**config.mk**
```make
export PLATFORM = sky130hd
export DESIGN_NAME = tmr_mismatch_monitor_flat
export DESIGN_NICKNAME = d
export VERILOG_FILES = /design/src/rtl/tmr_mismatch_monitor_if.sv /design/src/rtl/tmr_mismatch_monitor.sv /design/src/flat_wrapper.sv
export SDC_FILE = /design/constraint.sdc
export NUM_CORES = 1
export LEC_CHECK = 0
export CAP_MARGIN = 0
export CELL_PAD_IN_SITES_DETAIL_PLACEMENT = 1
export CELL_PAD_IN_SITES_GLOBAL_PLACEMENT = 2
export CORE_MARGIN = 4
export CORE_UTILIZATION = 30
export DETAILED_ROUTE_END_ITERATION = 7
export PLACE_DENSITY_LB_ADDON = 0.25
export SLEW_MARGIN = 25
export SYNTH_ARGS = -nofsm -noshare
export SYNTH_HDL_FRONTEND = slang
export SYNTH_SLANG_ARGS = --single-unit
```
**constraint.sdc**
```tcl
create_clock -name clk -period 2 [get_ports clk]
set_clock_uncertainty 0.05 [all_clocks]
set_input_delay 0.4 -clock clk [delete_from_list [all_inputs] [get_ports clk]]
set_output_delay 0.4 -clock clk [all_outputs]
set_load 0.02 [all_outputs]
```
**src/rtl/tmr_mismatch_monitor_if.sv**
```systemverilog
`default_nettype none
// ============================================================================
// Module      : tmr_mismatch_monitor_if
// Description : Replica inputs, voted output and error-event handshake of the
//               TMR mismatch monitor.
// Revision    : 1.0 - initial release
// ============================================================================
interface tmr_mismatch_monitor_if #(
  parameter int bits = 1
);
  logic [bits-1:0] r0;
  logic [bits-1:0] r1;
  logic [bits-1:0] r2;
  logic [bits-1:0] voted;
  logic            err_valid;
  logic            err_ready;
  logic [2:0]      err_mask;
  logic [bits-1:0] err_syndrome;

  modport master (
    input  r0, r1, r2, err_ready,
    output voted, err_valid, err_mask, err_syndrome
  );

  modport slave (
    output r0, r1, r2, err_ready,
    input  voted, err_valid, err_mask, err_syndrome
  );
endinterface
`default_nettype wire

```
**src/rtl/tmr_mismatch_monitor.sv**
```systemverilog
`default_nettype none
// ============================================================================
// Module      : tmr_mismatch_monitor
// Description : Majority voter over three replica buses with mismatch event
//               reporting, sticky flags and saturating per-replica counters.
// Revision    : 1.0 - initial release
// ============================================================================
module tmr_mismatch_monitor #(
  parameter int bits  = 1,
  parameter int CNT_W = 8
) (
  input  logic                   clk,
  input  logic                   rst,
  input  logic                   en,
  input  logic                   clr,
  tmr_mismatch_monitor_if.master bus,
  output logic                   err_drop,
  output logic                   any_err,
  output logic [CNT_W-1:0]       cnt0,
  output logic [CNT_W-1:0]       cnt1,
  output logic [CNT_W-1:0]       cnt2
);

  localparam logic [CNT_W-1:0] c_cnt_max = {CNT_W{1'b1}};
  localparam logic [CNT_W-1:0] c_cnt_one = {{(CNT_W-1){1'b0}}, 1'b1};

  typedef enum logic [0:0] {
    IDLE = 1'b0,
    PEND = 1'b1
  } state_t;

  state_t            state_q, state_d;
  logic [bits-1:0]   voted_q, voted_d;
  logic [2:0]        mask_q, mask_d;
  logic [bits-1:0]   syn_q, syn_d;
  logic              drop_q, drop_d;
  logic              any_q, any_d;
  logic [CNT_W-1:0]  cnt_q [3];
  logic [CNT_W-1:0]  cnt_d [3];

  logic [bits-1:0]   w_maj;
  logic [bits-1:0]   w_d0, w_d1, w_d2;
  logic [bits-1:0]   w_syn;
  logic [2:0]        w_mask;
  logic              w_hit;

  assign w_maj  = (bus.r0 & bus.r1) | (bus.r0 & bus.r2) | (bus.r1 & bus.r2);
  assign w_d0   = bus.r0 ^ w_maj;
  assign w_d1   = bus.r1 ^ w_maj;
  assign w_d2   = bus.r2 ^ w_maj;
  assign w_mask = {|w_d2, |w_d1, |w_d0};
  assign w_syn  = w_d0 | w_d1 | w_d2;
  assign w_hit  = en & (|w_mask);

  always_comb begin
    state_d = state_q;
    voted_d = w_maj;
    mask_d  = mask_q;
    syn_d   = syn_q;
    drop_d  = drop_q;
    any_d   = any_q | w_hit;

    for (int i = 0; i < 3; i++) begin
      cnt_d[i] = cnt_q[i];
      if (w_hit && w_mask[i] && (cnt_q[i] != c_cnt_max)) begin
        cnt_d[i] = cnt_q[i] + c_cnt_one;
      end
    end

    case (state_q)
      IDLE: begin
        if (w_hit) begin
          mask_d  = w_mask;
          syn_d   = w_syn;
          state_d = PEND;
        end
      end
      PEND: begin
        if (bus.err_ready) begin
          if (w_hit) begin
            mask_d = w_mask;
            syn_d  = w_syn;
          end else begin
            state_d = IDLE;
          end
        end else if (w_hit) begin
          // Consumer is stalled: keep the old payload, remember the loss.
          drop_d = 1'b1;
        end
      end
      default: state_d = IDLE;
    endcase

    // Clear touches only the statistics, never the event path.
    if (clr) begin
      drop_d = 1'b0;
      any_d  = 1'b0;
      for (int i = 0; i < 3; i++) begin
        cnt_d[i] = '0;
      end
    end
  end

  always_ff @(posedge clk or posedge rst) begin
    if (rst) begin
      state_q <= IDLE;
      voted_q <= '0;
      mask_q  <= '0;
      syn_q   <= '0;
      drop_q  <= 1'b0;
      any_q   <= 1'b0;
      for (int i = 0; i < 3; i++) begin
        cnt_q[i] <= '0;
      end
    end else begin
      state_q <= state_d;
      voted_q <= voted_d;
      mask_q  <= mask_d;
      syn_q   <= syn_d;
      drop_q  <= drop_d;
      any_q   <= any_d;
      for (int i = 0; i < 3; i++) begin
        cnt_q[i] <= cnt_d[i];
      end
    end
  end

  assign bus.voted        = voted_q;
  assign bus.err_valid    = (state_q == PEND);
  assign bus.err_mask     = mask_q;
  assign bus.err_syndrome = syn_q;
  assign err_drop         = drop_q;
  assign any_err          = any_q;
  assign cnt0             = cnt_q[0];
  assign cnt1             = cnt_q[1];
  assign cnt2             = cnt_q[2];

endmodule
`default_nettype wire

```
**src/flat_wrapper.sv**
```systemverilog
// flat-port wrapper written by rule: the top's interface ports become plain ports
module tmr_mismatch_monitor_flat 
#(
  parameter int bits  = 1,
  parameter int CNT_W = 8
)
  (clk, rst, en, clr, err_drop, any_err, cnt0, cnt1, cnt2, bus_r0, bus_r1, bus_r2, bus_err_ready, bus_voted, bus_err_valid, bus_err_mask, bus_err_syndrome);
  tmr_mismatch_monitor_if #(.bits(bits)) bus_i ();
  input  logic clk;
  input  logic rst;
  input  logic en;
  input  logic clr;
  output logic err_drop;
  output logic any_err;
  output logic [CNT_W-1:0] cnt0;
  output logic [CNT_W-1:0] cnt1;
  output logic [CNT_W-1:0] cnt2;
  input wire logic [$bits(bus_i.r0)-1:0] bus_r0;
  input wire logic [$bits(bus_i.r1)-1:0] bus_r1;
  input wire logic [$bits(bus_i.r2)-1:0] bus_r2;
  input wire logic [$bits(bus_i.err_ready)-1:0] bus_err_ready;
  output wire logic [$bits(bus_i.voted)-1:0] bus_voted;
  output wire logic [$bits(bus_i.err_valid)-1:0] bus_err_valid;
  output wire logic [$bits(bus_i.err_mask)-1:0] bus_err_mask;
  output wire logic [$bits(bus_i.err_syndrome)-1:0] bus_err_syndrome;
  assign bus_i.r0 = bus_r0;
  assign bus_i.r1 = bus_r1;
  assign bus_i.r2 = bus_r2;
  assign bus_i.err_ready = bus_err_ready;
  assign bus_voted = bus_i.voted;
  assign bus_err_valid = bus_i.err_valid;
  assign bus_err_mask = bus_i.err_mask;
  assign bus_err_syndrome = bus_i.err_syndrome;
  tmr_mismatch_monitor #(.bits(bits), .CNT_W(CNT_W)) u_core (.clk(clk), .rst(rst), .en(en), .clr(clr), .bus(bus_i), .err_drop(err_drop), .any_err(any_err), .cnt0(cnt0), .cnt1(cnt1), .cnt2(cnt2));
endmodule
```
==> flow_metrics.py <==
metrics = {
    "yosys": {
        "post-synth-top-count-cell": "sky130_fd_sc_hd__dfrtp_1",
        "yosys.cell_types.count": 35,
        "yosys_warnings": 0,
        "synthTopCellsByArea": "sky130_fd_sc_hd__dfrtp_1 45%, sky130_fd_sc_hd__mux2_1 5.0%, sky130_fd_sc_hd__a21oi_1 4.2%",
        "mappedNetlistArea_um2": 1790,
        "synth_top_cell_area_share_pct": 44.7,
        "synth_sequential_area_ratio_pct": 44.7,
        "count_of_state_elements_after_synthesis": 32,
        "syn_inst": 190,
        "net_count_after_synthesis": 201,
        "synth_largest_area_cell": "sky130_fd_sc_hd__dfrtp_1",
        "synthesis.area_per_instance_um2": 9.43,
        "asyncSetResetFlopFracSynth_pct": 100,
        "synth_edf_count": 0,
        "synth.top_cells.by_count": "32 x sky130_fd_sc_hd__dfrtp_1, 16 x sky130_fd_sc_hd__nor2_1, 15 x sky130_fd_sc_hd__a21oi_1",
        "synth-main-ff-cell": "sky130_fd_sc_hd__dfrtp_1",
    },
    "detailed_routing": {
        "ant_nets": 0,
        "finalWirelength_um": 5140,
        "viasPerCell": 5.29,
        "dr_vias": 1735,
        "wl_per_cell_um": 15.7,
        "dr.first_iter.drc_count": 57,
        "post-route-drc-count": 0,
        "drtPass1Iterations": 4,
    },
    "hold_path": {
        "hold_path_startpoint": "u_core.bus.err_syndrome",
        "type_of_the_tightest_min_delay_check": "reg2reg",
        "hold_depth": 1,
        "hold-path-endpoint": "u_core.bus.err_syndrome",
    },
    "grt": {
        "remaining_overflow_grt": 0,
        "number_of_global_route_vias_before_repair": 1847,
        "wire_length_of_the_first_global_routing_pass_um": 8910,
        "grt_max_degree": 36,
        "antenna_violations_before_repair": 0,
        "grt.total_usage_pct": 14.9,
    },
    "sta": {
        "timing.final.max_slew_violations": 0,
        "post-route-min-period_ns": 1.89,
        "finalSetupViolations": 0,
        "slew_headroom_pct": 70.5,
        "clock.fmax_mhz": 528,
        "timing.final.crit_share_pct": 94.7,
        "worst_slew_pin_slew_ns": 0.443,
        "setup_slack_ns": 0.105,
        "finalSetupTns_ns": 0,
        "final_hold_vios": 0,
        "grt_setup_unrepaired": "false",
    },
    "critical_path": {
        "worstPathArrival_ns": 2.06,
        "critical_path.endpoint_type": "register",
        "worst_path_max_delay_cell": "sky130_fd_sc_hd__clkdlybuf4s50_1",
        "reg2reg_setup_slack_ns": 0.15,
        "crit_family": "simple AND/OR/NAND/NOR gates",
        "start_kind": "primary input",
        "worstReg2RegStart": "u_core.cnt0[0]",
        "worst-endpoint-required_ns": 2.16,
        "slowest_delay_ns": 0.52,
        "critical_path_cell_by_cell": "clkdlybuf4s50_1 -> buf_4 -> nand4bb_1 -> and2_4 -> or4_1 -> a21oi_1",
        "critPathMaxFanout": 7,
        "critical_path.reg2reg.endpoint": "u_core.cnt0[7]",
        "reg2regPathDepth": 5,
        "setup.worst_path.class": "in2reg",
        "critPathBufInv": 2,
    },
    "final_layout": {
        "post_route_cells_drive_above_1_share_pct": 19.9,
        "fill_cells": 639,
        "area_of_all_sequential_standard_cells_um2": 801,
        "antenna_cells_inserted": 0,
        "num-nets-final": 266,
        "area_growth_pct": 47.7,
        "finalInstanceArea_um2": 2650,
        "multi_input_comb_area_um2": 988,
    },
    "cts": {
        "cts-root-to-sink-buffers": 2,
        "ctsHoldBuffers": 0,
        "worst_setup_hold_path_clk_slew_ns": 0.07,
        "tritoncts": "built",
        "numCtsBuffers": 5,
        "clk_root_buffer_cell": "sky130_fd_sc_hd__clkbuf_8",
        "clkSinkCount": 32,
        "cts_max_level": 2,
        "insertion_delay_ns": 0.28,
    },
    "die": {
        "die-width_um": 85.3,
        "site_rows": 27,
        "core_region_area_um2": 5640,
        "initial_core_util_pct": 31.8,
        "chip_height_um": 85.3,
        "io_count": 40,
        "fp.dieArea_um2": 7270,
    },
    "placed_design": {
        "number_of_buffers_added_on_ports": 39,
        "pre_cts_slack_ns": -0.396,
        "dp_hpwl_um": 3690,
        "routabilityCongestion": 0.821,
        "dpl_cell_area_um2": 2440,
    },
    "power": {
        "p_leak_uw": 0.00106,
        "ir_worst_vdd_mv": 0.434,
        "power.density_nw_per_um2": 590,
    },
    "job": {
        "drv_cap": 0,
    },
    "outcome": {
        "result_of_the_run": "completed",
    },
}
worst register-to-register path: cells and delay by family (launching register included):
kind | cells | cell delay, ns
adders and majority gates | 1 | 0.24
AOI/OAI and AO/OA | 2 | 0.30
DFF | 1 | 0.43
and+or+nand+nor | 2 | 0.76
cells in the final DEF, fill, tap and decap left out, types with 2 or more instances in the layout:
cell / count
sky130_fd_sc_hd__or3_1: 4
sky130_fd_sc_hd__clkdlybuf4s50_1: 36
sky130_fd_sc_hd__or4_1: 8
sky130_fd_sc_hd__buf_4: 27
sky130_fd_sc_hd__ha_1: 3
sky130_fd_sc_hd__a21oi_2: 3
sky130_fd_sc_hd__nand3_1: 6
sky130_fd_sc_hd__nand4_1: 7
sky130_fd_sc_hd__o21ba_2: 2
sky130_fd_sc_hd__a21oi_1: 12
sky130_fd_sc_hd__nor2b_1: 7
sky130_fd_sc_hd__o22ai_1: 2
sky130_fd_sc_hd__mux2_1: 8
sky130_fd_sc_hd__nor4_2: 3
sky130_fd_sc_hd__a31oi_1: 5
sky130_fd_sc_hd__nor2_1: 16
sky130_fd_sc_hd__clkbuf_8: 5
sky130_fd_sc_hd__dfrtp_1: 32
sky130_fd_sc_hd__o21ai_0: 5
sky130_fd_sc_hd__o31ai_1: 8
sky130_fd_sc_hd__nand2_1: 11
sky130_fd_sc_hd__nand2b_1: 9
sky130_fd_sc_hd__mux2i_1: 4
sky130_fd_sc_hd__a211oi_1: 3
sky130_fd_sc_hd__inv_1: 7
sky130_fd_sc_hd__dlymetal6s2s_1: 2
report_power, final:
| part | internal, uW | leakage [uW] | switching [uW] | total (uW) |
|---|---|---|---|---|
| clock | 370 | 0.0000552 | 249 | 619 |
| combinational | 127 | 0.000574 | 132 | 259 |
| sequential | 668 | 0.000431 | 17.0 | 685 |
| total | 1170 | 0.00106 | 397 | 1560 |
logic make-up (layout without fill, tap and decap cells):
group | Yosys count | count (layout) | synth area share, %
simple gates | 82 | 82 | 25.8
compound gates | 43 | 43 | 15.5
flops | 32 | 32 | 44.7
buf+inv | 18 | 84 | 4.61
mux | 12 | 12 | 7.26
fa+ha+maj | 3 | 3 | 2.10
state kept, by name, summed over array words and instances (netlist names):
signal,count
u_core.any_err,1
u_core.bus.err_mask,3
u_core.bus.err_syndrome,1
u_core.bus.err_valid,1
u_core.bus.voted,1
u_core.cnt0,8
u_core.cnt1,8
u_core.cnt2,8
u_core.err_drop,1
per-layer routing:
layer  track usage, %  part of all wire (%)
met4             3.45                  0.86
met3             3.59                   3.6
met2             26.6                    53
met5                0                     0
met1             17.9                    43
how the worst max path moves through the flow:
| stage | from | end | slack, ns | cells past startpoint |
|---|---|---|---|---|
| floorplan | bus_r2 | u_core.cnt0[5] | 0.13 | 5 |
| global placement | bus_r2 | u_core.cnt0[5] | -0.32 | 5 |
| detailed placement | bus_r1 | u_core.cnt0[6] | -0.40 | 5 |
| CTS | bus_r2 | u_core.cnt2[5] | -0.004 | 7 |
| global route | en | u_core.cnt1[5] | 0.01 | 6 |
| finish | en | u_core.cnt1[5] | 0.11 | 6 |
final cells by class:
cell class	count	share of cell area [%]
multi-input cells	140	37.4
well taps	72	3.40
inverters	7	0.993
clock buffers	6	2.74
repair buffers	69	23.9
clock inverters	2	1.32
flip-flops and latches	32	30.3
through the flow:
step / power, uW / hold slack (ns) / cells / utilization (%)
2_1_floorplan: 816 / 0.466 / 190 / -
3_3_place_gp: 934 / 0.403 / 318 / 43.2
3_5_place_dp: 946 / 0.414 / 318 / 43.2
4_1_cts: 1570 / 0.434 / 326 / 45.8
5_1_grt: 1650 / 0.443 / 328 / 46.9
6_report: 1560 / 0.428 / 328 / 46.9
what timing repair did:
item                       in CTS  in global routing
resized for setup               7                 12
gates cloned                    0                  1
pin swaps                       1                  0
setup buffers                   0                  1
setup endpoints to repair       5                 19
(Power assumes the default switching activity.)
